--- config.mk ---
export PLATFORM = sky130hd
export DESIGN_NAME = fetch_stage
export DESIGN_NICKNAME = d
export VERILOG_FILES = /design/src/rtl/pipeline_pkg.sv /design/src/rtl/fetch_skid_buf.sv /design/src/rtl/fetch_stage.sv
export SDC_FILE = /design/constraint.sdc
export NUM_CORES = 1
export LEC_CHECK = 0
export CAP_MARGIN = 10
export CORE_UTILIZATION = 30
export CTS_BUF_LIST = sky130_fd_sc_hd__clkbuf_8 sky130_fd_sc_hd__clkbuf_16
export DETAILED_ROUTE_END_ITERATION = 10
export GPL_ROUTABILITY_DRIVEN = 1
export MAX_ROUTING_LAYER = met4
export SYNTH_ARGS = -nofsm -noshare
export SYNTH_HDL_FRONTEND = slang
export SYNTH_SLANG_ARGS = --single-unit
--- constraint.sdc ---
create_clock -name CLK -period 3.2 [get_ports CLK]
set_input_delay 0.96 -clock CLK [delete_from_list [all_inputs] [get_ports CLK]]
set_output_delay 0.96 -clock CLK [all_outputs]
set_load 0.05 [all_outputs]
--- src/rtl/pipeline_pkg.sv ---
// rtl/pipeline_pkg.sv - shared pipeline types, fetch FSM states and bubble constants
package pipeline_pkg;

    typedef logic [31:0] word_t;

    typedef struct packed {
        word_t ins;
        word_t pc_nxt;
        word_t pc;
    } if_id_t;

    typedef enum logic [1:0] {
        FETCH  = 2'd0,
        DRAIN  = 2'd1,
        HALTED = 2'd2
    } fetch_state_t;

    localparam word_t IF_NOP = 32'h0000_0013;

    function automatic if_id_t make_bubble(input word_t nop);
        if_id_t b;
        b.ins    = nop;
        b.pc_nxt = '0;
        b.pc     = '0;
        return b;
    endfunction

    localparam if_id_t IF_ID_BUBBLE = make_bubble(IF_NOP);

endpackage

--- src/rtl/fetch_skid_buf.sv ---
// rtl/fetch_skid_buf.sv - single-entry holding register for a fetched if_id record
module fetch_skid_buf
    import pipeline_pkg::*;
(
    input  logic   clk,
    input  logic   rst,
    input  logic   load,
    input  logic   unload,
    input  logic   clear,
    input  if_id_t din,
    output logic   valid,
    output if_id_t dout
);

    logic   valid_q, valid_d;
    if_id_t data_q, data_d;

    always_comb begin
        valid_d = valid_q;
        data_d  = data_q;
        if (clear) begin
            valid_d = 1'b0;
        end else if (load) begin
            valid_d = 1'b1;
            data_d  = din;
        end else if (unload) begin
            valid_d = 1'b0;
        end
    end

    always_ff @(posedge clk) begin
        if (rst) begin
            valid_q <= 1'b0;
            data_q  <= IF_ID_BUBBLE;
        end else begin
            valid_q <= valid_d;
            data_q  <= data_d;
        end
    end

    assign valid = valid_q;
    assign dout  = data_q;

endmodule

--- src/rtl/fetch_stage.sv ---
// rtl/fetch_stage.sv - instruction fetch: PC, imem request, redirect drain and if_id output
module fetch_stage
    import pipeline_pkg::*;
#(
    parameter word_t PC_INIT = 32'h0000_0000,
    parameter word_t NOP_INS = IF_NOP
) (
    input  logic   CLK,
    input  logic   RST,
    output logic   imemREN,
    output word_t  imemaddr,
    input  word_t  imemload,
    input  logic   ihit,
    input  logic   stall,
    input  logic   flush,
    input  logic   redirect,
    input  word_t  redirect_pc,
    input  logic   halt,
    output if_id_t ifid,
    output logic   ifid_valid
);

    localparam if_id_t BUBBLE = make_bubble(NOP_INS);

    fetch_state_t state_q, state_d;
    word_t        pc_q, pc_d;
    word_t        target_q, target_d;
    if_id_t       ifid_q, ifid_d;
    logic         ifid_valid_q, ifid_valid_d;

    logic   skid_valid, skid_load, skid_unload, skid_clear;
    if_id_t skid_data;
    if_id_t fetched;
    logic   accept;

    always_comb begin
        imemREN = 1'b0;
        if (!RST) begin
            case (state_q)
                FETCH:   imemREN = !skid_valid;
                DRAIN:   imemREN = 1'b1;
                default: imemREN = 1'b0;
            endcase
        end
    end

    assign imemaddr = pc_q;

    always_comb begin
        fetched.ins    = imemload;
        fetched.pc_nxt = pc_q + 32'd4;
        fetched.pc     = pc_q;
    end

    assign accept = (state_q == FETCH) && imemREN && ihit && !redirect && !flush && !halt;

    // A redirect never moves imemaddr while a request is in flight; DRAIN waits it out.
    always_comb begin
        state_d  = state_q;
        pc_d     = pc_q;
        target_d = target_q;
        if (halt) begin
            state_d = HALTED;
        end else begin
            case (state_q)
                FETCH: begin
                    if (redirect) begin
                        if (imemREN && !ihit) begin
                            target_d = redirect_pc;
                            state_d  = DRAIN;
                        end else begin
                            pc_d = redirect_pc;
                        end
                    end else if (accept) begin
                        pc_d = pc_q + 32'd4;
                    end
                end
                DRAIN: begin
                    if (ihit) begin
                        pc_d    = redirect ? redirect_pc : target_q;
                        state_d = FETCH;
                    end else if (redirect) begin
                        target_d = redirect_pc;
                    end
                end
                default: ;
            endcase
        end
    end

    always_comb begin
        ifid_d       = ifid_q;
        ifid_valid_d = ifid_valid_q;
        skid_load    = 1'b0;
        skid_unload  = 1'b0;
        skid_clear   = 1'b0;
        if (halt || flush) begin
            ifid_d       = BUBBLE;
            ifid_valid_d = 1'b0;
            skid_clear   = 1'b1;
        end else if (stall) begin
            skid_load = accept;
        end else if (skid_valid) begin
            ifid_d       = skid_data;
            ifid_valid_d = 1'b1;
            skid_unload  = 1'b1;
        end else if (accept) begin
            ifid_d       = fetched;
            ifid_valid_d = 1'b1;
        end else begin
            ifid_d       = BUBBLE;
            ifid_valid_d = 1'b0;
        end
    end

    always_ff @(posedge CLK) begin
        if (RST) begin
            state_q      <= FETCH;
            pc_q         <= PC_INIT;
            target_q     <= PC_INIT;
            ifid_q       <= BUBBLE;
            ifid_valid_q <= 1'b0;
        end else begin
            state_q      <= state_d;
            pc_q         <= pc_d;
            target_q     <= target_d;
            ifid_q       <= ifid_d;
            ifid_valid_q <= ifid_valid_d;
        end
    end

    fetch_skid_buf u_skid (
        .clk    (CLK),
        .rst    (RST),
        .load   (skid_load),
        .unload (skid_unload),
        .clear  (skid_clear),
        .din    (fetched),
        .valid  (skid_valid),
        .dout   (skid_data)
    );

    assign ifid       = ifid_q;
    assign ifid_valid = ifid_valid_q;

endmodule

# == Yosys cells after proc, flatten, opt, wreduce, memory -nomap -nowiden ==
# Cells that the tools add are included.
# word_totals
reg_bits,260
latch_bits,0
ramBits,0
mem_bits_ro,0
inputBits,71
out_inout_bits,130
word_cells,78
memories,0
# op_classes
add_sub_neg,1
multipliers,0
div_mod_pow,0
order_cmp,0
eq_ne,10
shifts,0
muxes,29
n_bitwise,2
reduce_logical,24
# ops
operator,count
$mux W32,8
$mux W96,2
$pmux W32 S2,2
$add A32 B3 Y32 const B,1
$ne A3 B3 Y1 const B,4
$mux W1,11
$reduce_and A5 Y1,2
$mux W2,4
$reduce_and A4 Y1,2
$logic_and A1 B1 Y1,6
$ne A2 B2 Y1 const B,3
$reduce_or A2 Y1,3
$logic_not A1 Y1,5
$pmux W2 S2,1
$reduce_bool A2 Y1,2
$ne A3 B2 Y1 const B,1
$reduce_bool A3 Y1,1
$eq A2 B1 Y1 const B,1
$logic_not A2 Y1,1
$ne A2 B1 Y1 const B,1
$not A1 Y1,2
$pmux W1 S2,1
$reduce_and A2 Y1,1
$logic_or A1 B1 Y1,1

# == Longest topological paths before layout ==
# logic_depth
ltp_word,11
mapped_depth,8
mapped_depth_nobuf,6

# == By module ==
# Synthesis repeated with hierarchy kept, for this count alone.
# hier_totals
hier_cells,1409
area_unflattened_um2,12409.4
# by_module_without_submodules
mod,n_inst,cells_per_inst,area_each_um2,seq_area_each_um2
fetch_stage,1,969,7956.4,3263.1
fetch_skid_buf,1,440,4453.0,1941.9

# == Worst setup path after synthesis ==
# No wires, ideal clock.
# synth_timing
kind,input to output
start,in RST
end,out imemREN
arrival_time_ns,2.559
t_required_ns,2.240
path_slack_ns,-0.319
cell_stages,3
path_buffers,2
path_cell_list,clkbuf_1 -> clkbuf_1 -> a211oi_1
# synth_via
elab_chain_len,1
# synth_rtl
element,line_no,text
"start, declared",fetch_stage.sv:9,"input logic RST,"
$mux W1,fetch_stage.sv:38,if (!RST) begin
"end, declared",fetch_stage.sv:10,"output logic imemREN,"
# Every way passes these cells.

# == Final worst setup path ==
# layout_timing
start,reg pc_q[15] (netlist: imemaddr[15])
end,out imemaddr[15]
# layout_lines
element,line_no,text
"start, declared",fetch_stage.sv:26,"word_t pc_q, pc_d;"
"start signal, assigned",fetch_stage.sv:125,pc_q <= pc_d;
"end, declared",fetch_stage.sv:11,"output word_t imemaddr,"
# No word-level cell between the ends.

==> impl_metrics.xml <==
<?xml version="1.0" encoding="UTF-8"?>
<metrics>
  <group name="worst_setup_path">
    <metric name="critPathSlowestCell" unit="">clkdlybuf4s50_1</metric>
    <metric name="cp_num_cells" unit="">1</metric>
    <metric name="worst_r2r_startpoint" unit="">imemaddr[3]$_SDFFE_PP0P_</metric>
    <metric name="worstReg2RegEnd" unit="">ifid[50]$_SDFFE_PP0N_</metric>
    <metric name="path_max_fanout" unit="">11</metric>
    <metric name="timing.critical_path.from_type" unit="">flip-flop</metric>
    <metric name="criticalPathCategory" unit="">reg2out</metric>
    <metric name="cp_data_required_time" unit="ps">2240</metric>
    <metric name="cp_num_buf_inv" unit="">1</metric>
    <metric name="cp_top_family" unit="">buffers and inverters</metric>
    <metric name="critPathArrivalTime" unit="ps">2110</metric>
    <metric name="reg2reg_setup_slack" unit="ps">700</metric>
    <metric name="slowest_stage_delay_on_critical_path" unit="ps">900</metric>
    <metric name="critical_path.endpoint_type" unit="">primary output</metric>
    <metric name="critical_path.cell_chain" unit="">clkdlybuf4s50_1</metric>
    <metric name="reg2reg_depth" unit="">6</metric>
  </group>
  <group name="final_layout">
    <metric name="layout.area.seq" unit="sq mm">0.00513</metric>
    <metric name="postLayoutCellArea" unit="sq mm">0.0144</metric>
    <metric name="num_antenna_cells" unit="">0</metric>
    <metric name="mostFrequentLayoutCell" unit="">nand2_1</metric>
    <metric name="multiInputGateArea" unit="sq mm">0.00526</metric>
    <metric name="drive_gt1_share" unit="%">7.32</metric>
    <metric name="layout_common_cells" unit="">259 x nand2_1, 255 x dfxtp_1, 197 x clkdlybuf4s50_1, 170 x a21oi_1, 125 x nor2_1</metric>
    <metric name="n_fill_cell" unit="">3721</metric>
    <metric name="area.growth.synth_to_final" unit="%">28.5</metric>
    <metric name="final_net_count" unit="">1608</metric>
  </group>
  <group name="logic_synthesis">
    <metric name="synth_warnings" unit="">0</metric>
    <metric name="synth_area" unit="sq mm">0.0112</metric>
    <metric name="synth_cell_type_count" unit="">55</metric>
    <metric name="synth-edff-count" unit="">0</metric>
    <metric name="synth_top_flop_cell" unit="">dfxtp_1</metric>
    <metric name="yosys_register_bits" unit="">256</metric>
    <metric name="yosys-mux-area-fraction" unit="%">0.0891</metric>
    <metric name="synth_sequential_area_ratio" unit="%">45.6</metric>
    <metric name="synth.avg_cell_area" unit="sq um">7.87</metric>
    <metric name="synth-async-reset-ratio" unit="%">0</metric>
    <metric name="mappedNetlistNets" unit="">1500</metric>
    <metric name="dominant_combinational_cell_family_by_area_after_synthesis" unit="">compound AO/OA/AOI/OAI gates</metric>
    <metric name="xor_xnor_share_of_the_synthesized_area" unit="%">1.64</metric>
    <metric name="synth_compound_area_share" unit="%">22.6</metric>
    <metric name="yosys.area_share.simple" unit="%">22.1</metric>
    <metric name="synth_adder_area_share" unit="%">0.111</metric>
    <metric name="syn_inst" unit="">1428</metric>
  </group>
  <group name="sta">
    <metric name="timing.max_slew.rel_slack" unit="%">34.9</metric>
    <metric name="hold_viol_final" unit="">0</metric>
    <metric name="fin_tns_setup" unit="ps">0</metric>
    <metric name="slew_violations" unit="">0</metric>
    <metric name="layout_worst_path_cycle_share" unit="%">95.9</metric>
    <metric name="grt_setup_unrepaired" unit="">no</metric>
    <metric name="final.setup_skew" unit="ps">7.97</metric>
    <metric name="measured_slew_at_the_worst_slew_check_pin" unit="ps">976</metric>
    <metric name="finalSetupViolCount" unit="">0</metric>
    <metric name="finalWorstPathRequiredPeriod" unit="ps">3070</metric>
    <metric name="max_clock_freq" unit="MHz">326</metric>
  </group>
  <group name="cts">
    <metric name="worstSkewPairLatency" unit="ps">550</metric>
    <metric name="tritoncts_num_sinks" unit="">256</metric>
    <metric name="cts_inserted_buffers" unit="">29</metric>
    <metric name="cts-hold-fix-buffers" unit="">0</metric>
    <metric name="cts_tree" unit="">done</metric>
    <metric name="ctsRootBufferMaster" unit="">clkbuf_16</metric>
    <metric name="post-cts-setup-buffer-count" unit="">0</metric>
    <metric name="number_of_gates_given_a_new_drive_strength_after_cts" unit="">0</metric>
    <metric name="cts.reportedPaths.clkPinSlew" unit="ps">60</metric>
    <metric name="cts.path.max_buffers" unit="">3</metric>
    <metric name="htreeDepth" unit="">1</metric>
  </group>
  <group name="floorplanning">
    <metric name="initial_core_util" unit="%">30.6</metric>
    <metric name="die_x" unit="um">196</metric>
    <metric name="die_span_y" unit="um">196</metric>
    <metric name="top_level_ports" unit="">201</metric>
    <metric name="floorplan.die_area" unit="sq mm">0.0382</metric>
    <metric name="rows" unit="">70</metric>
    <metric name="core" unit="sq mm">0.0367</metric>
  </group>
  <group name="status">
    <metric name="status" unit="">completed</metric>
  </group>
  <group name="power">
    <metric name="net-switching-power" unit="mW">1.93</metric>
    <metric name="cellLeakagePower" unit="nW">4.86</metric>
    <metric name="vdd_drop_max" unit="mV">0.364</metric>
    <metric name="internal-power" unit="mW">5.49</metric>
    <metric name="p_comb_share" unit="%">10.8</metric>
    <metric name="p_per_area" unit="mW/mm^2">514</metric>
    <metric name="sequential_cell_fraction_of_total_power" unit="%">44.8</metric>
    <metric name="clock_power_share" unit="%">44.4</metric>
    <metric name="power_switching_share" unit="%">26.0</metric>
  </group>
  <group name="placement">
    <metric name="placedInstanceArea" unit="sq mm">0.0135</metric>
    <metric name="post-dp-hpwl" unit="mm">26.5</metric>
    <metric name="place_congestion" unit="">0.891</metric>
    <metric name="numPortBuffers" unit="">200</metric>
  </group>
  <group name="min_path">
    <metric name="hold_path_depth" unit="">2</metric>
    <metric name="worstHoldEndpoint" unit="">target_q[0]$_SDFFE_PP0P_</metric>
    <metric name="hold_class" unit="">reg2reg</metric>
    <metric name="hp-start" unit="">target_q[0]$_SDFFE_PP0P_</metric>
  </group>
  <group name="detailed_routing">
    <metric name="post-route-drc-count" unit="">0</metric>
    <metric name="vias" unit="">10896</metric>
    <metric name="antenna_left" unit="">0</metric>
    <metric name="iteration_0_drc_count_of_the_detailed_router" unit="">923</metric>
    <metric name="route.detailed.vias_per_inst" unit="">5.38</metric>
    <metric name="drt_pass1_iterations" unit="">5</metric>
    <metric name="totalWireLength" unit="mm">38.4</metric>
    <metric name="drt-wirelength-per-cell" unit="um">19.0</metric>
  </group>
  <group name="grt">
    <metric name="grtUsageTotal" unit="%">20.2</metric>
    <metric name="global_route.overflow_total" unit="">0</metric>
    <metric name="maximum_number_of_pins_on_one_net_before_global_route_repair" unit="">99</metric>
    <metric name="antenna_violations_before_repair" unit="">0</metric>
    <metric name="grt_first_pass_wirelength" unit="mm">59.8</metric>
    <metric name="via_count_of_the_first_global_routing_pass" unit="">10231</metric>
  </group>
  <group name="job">
    <metric name="max-cap-violations" unit="">0</metric>
  </group>
</metrics>
[layer usage]
metal / track usage, % / vias to the layer above / wire length [um]
li1: - / 5232 / -
met1: 27.8 / 5219 / 17800
met2: 30.1 / 377 / 16800
met3: 3.06 / 68 / 2450
met4: 6.94 / 0 / 1360
met5: - / - / 0
[cell usage after synthesis (all sizes together) (8+ instances only)]
library cell / number / share of area (%)
a211oi: 16 / 1.1
nor3: 87 / 4.0
and4: 8 / 0.62
o32ai: 8 / 0.62
nand3: 23 / 1.0
o211ai: 14 / 0.94
nor2: 127 / 4.2
buf: 72 / 4.0
inv: 17 / 0.57
xnor2: 16 / 1.2
a21oi: 170 / 7.6
clkbuf: 98 / 3.3
nor4: 14 / 0.97
a221oi: 73 / 5.7
nand4: 13 / 1.0
nand2: 260 / 8.7
o21ai: 75 / 3.3
dfxtp: 256 / 46
[power groups by stage]
| stage | logic [mW] | clock network, mW | registers (mW) |
|---|---|---|---|
| after CTS | 0.799 | 3.36 | 3.32 |
| after global routing | 0.856 | 3.49 | 3.33 |
| after global placement | 0.793 | 0 | 3.39 |
| after detailed placement | 0.797 | 0 | 3.39 |
| after floorplan | 0.447 | 0 | 3.41 |
| final | 0.800 | 3.30 | 3.33 |
[state kept, by name, indices dropped and copies added (netlist names)]
| name | flops |
|---|---|
| ifid | 94 |
| ifid_valid | 1 |
| imemaddr | 32 |
| state_q | 2 |
| target_q | 32 |
| u_skid.dout | 94 |
| u_skid.valid | 1 |
[how the worst max path moves through the flow]
stage | end | from | slack, ps
global placement | u_skid.dout[53]$_SDFFE_PP0P_ | halt | 120
CTS | imemaddr[15] | imemaddr[15]$_SDFFE_PP0P_ | 120
floorplan | imemREN | RST | 150
finish | imemaddr[15] | imemaddr[15]$_SDFFE_PP0P_ | 130
global route | imemaddr[15] | imemaddr[15]$_SDFFE_PP0P_ | 70
detailed placement | u_skid.dout[53]$_SDFFE_PP0P_ | halt | 100
[stage by stage]
| step | power, mW | utilization (%) | hold slack, ps | std cells | worst slack [ps] |
|---|---|---|---|---|---|
| 3_5_place_dp | 4.19 | 36.7 | 444 | 1973 | 97.9 |
| 3_3_place_gp | 4.19 | 36.7 | 437 | 1973 | 119 |
| 4_1_cts | 7.48 | 39.3 | 452 | 2026 | 119 |
| 2_1_floorplan | 3.86 | - | 432 | 1428 | 154 |
| 6_report | 7.42 | 39.3 | 448 | 2026 | 132 |
| 5_1_grt | 7.68 | 39.3 | 470 | 2026 | 66.4 |
[cell families (layout without fill, tap and decap cells)]
kind of cell | after synthesis | in the layout
compound gates | 402 | 402
xor+xnor | 21 | 21
fa+ha+maj | 1 | 1
buf+inv | 188 | 318
flops | 256 | 256
mux | 1 | 1
simple gates | 559 | 559
[worst min-delay path, cell delays in order, from the launching register on]
cell and delay (ps):
dfxtp_1 300, nand2_1 50, a21oi_1 50
[area by class of cell]
class                           count  share of cell area, %
Inverter                           18                  0.477
Clock buffer                       36                   5.69
Timing Repair Buffer              247                   16.9
Tap cell                          468                   4.06
Sequential cell                   256                   35.5
Multi-Input combinational cell    984                   36.4
Clock inverter                     17                  0.910
Power figures use the tool's default switching activity.
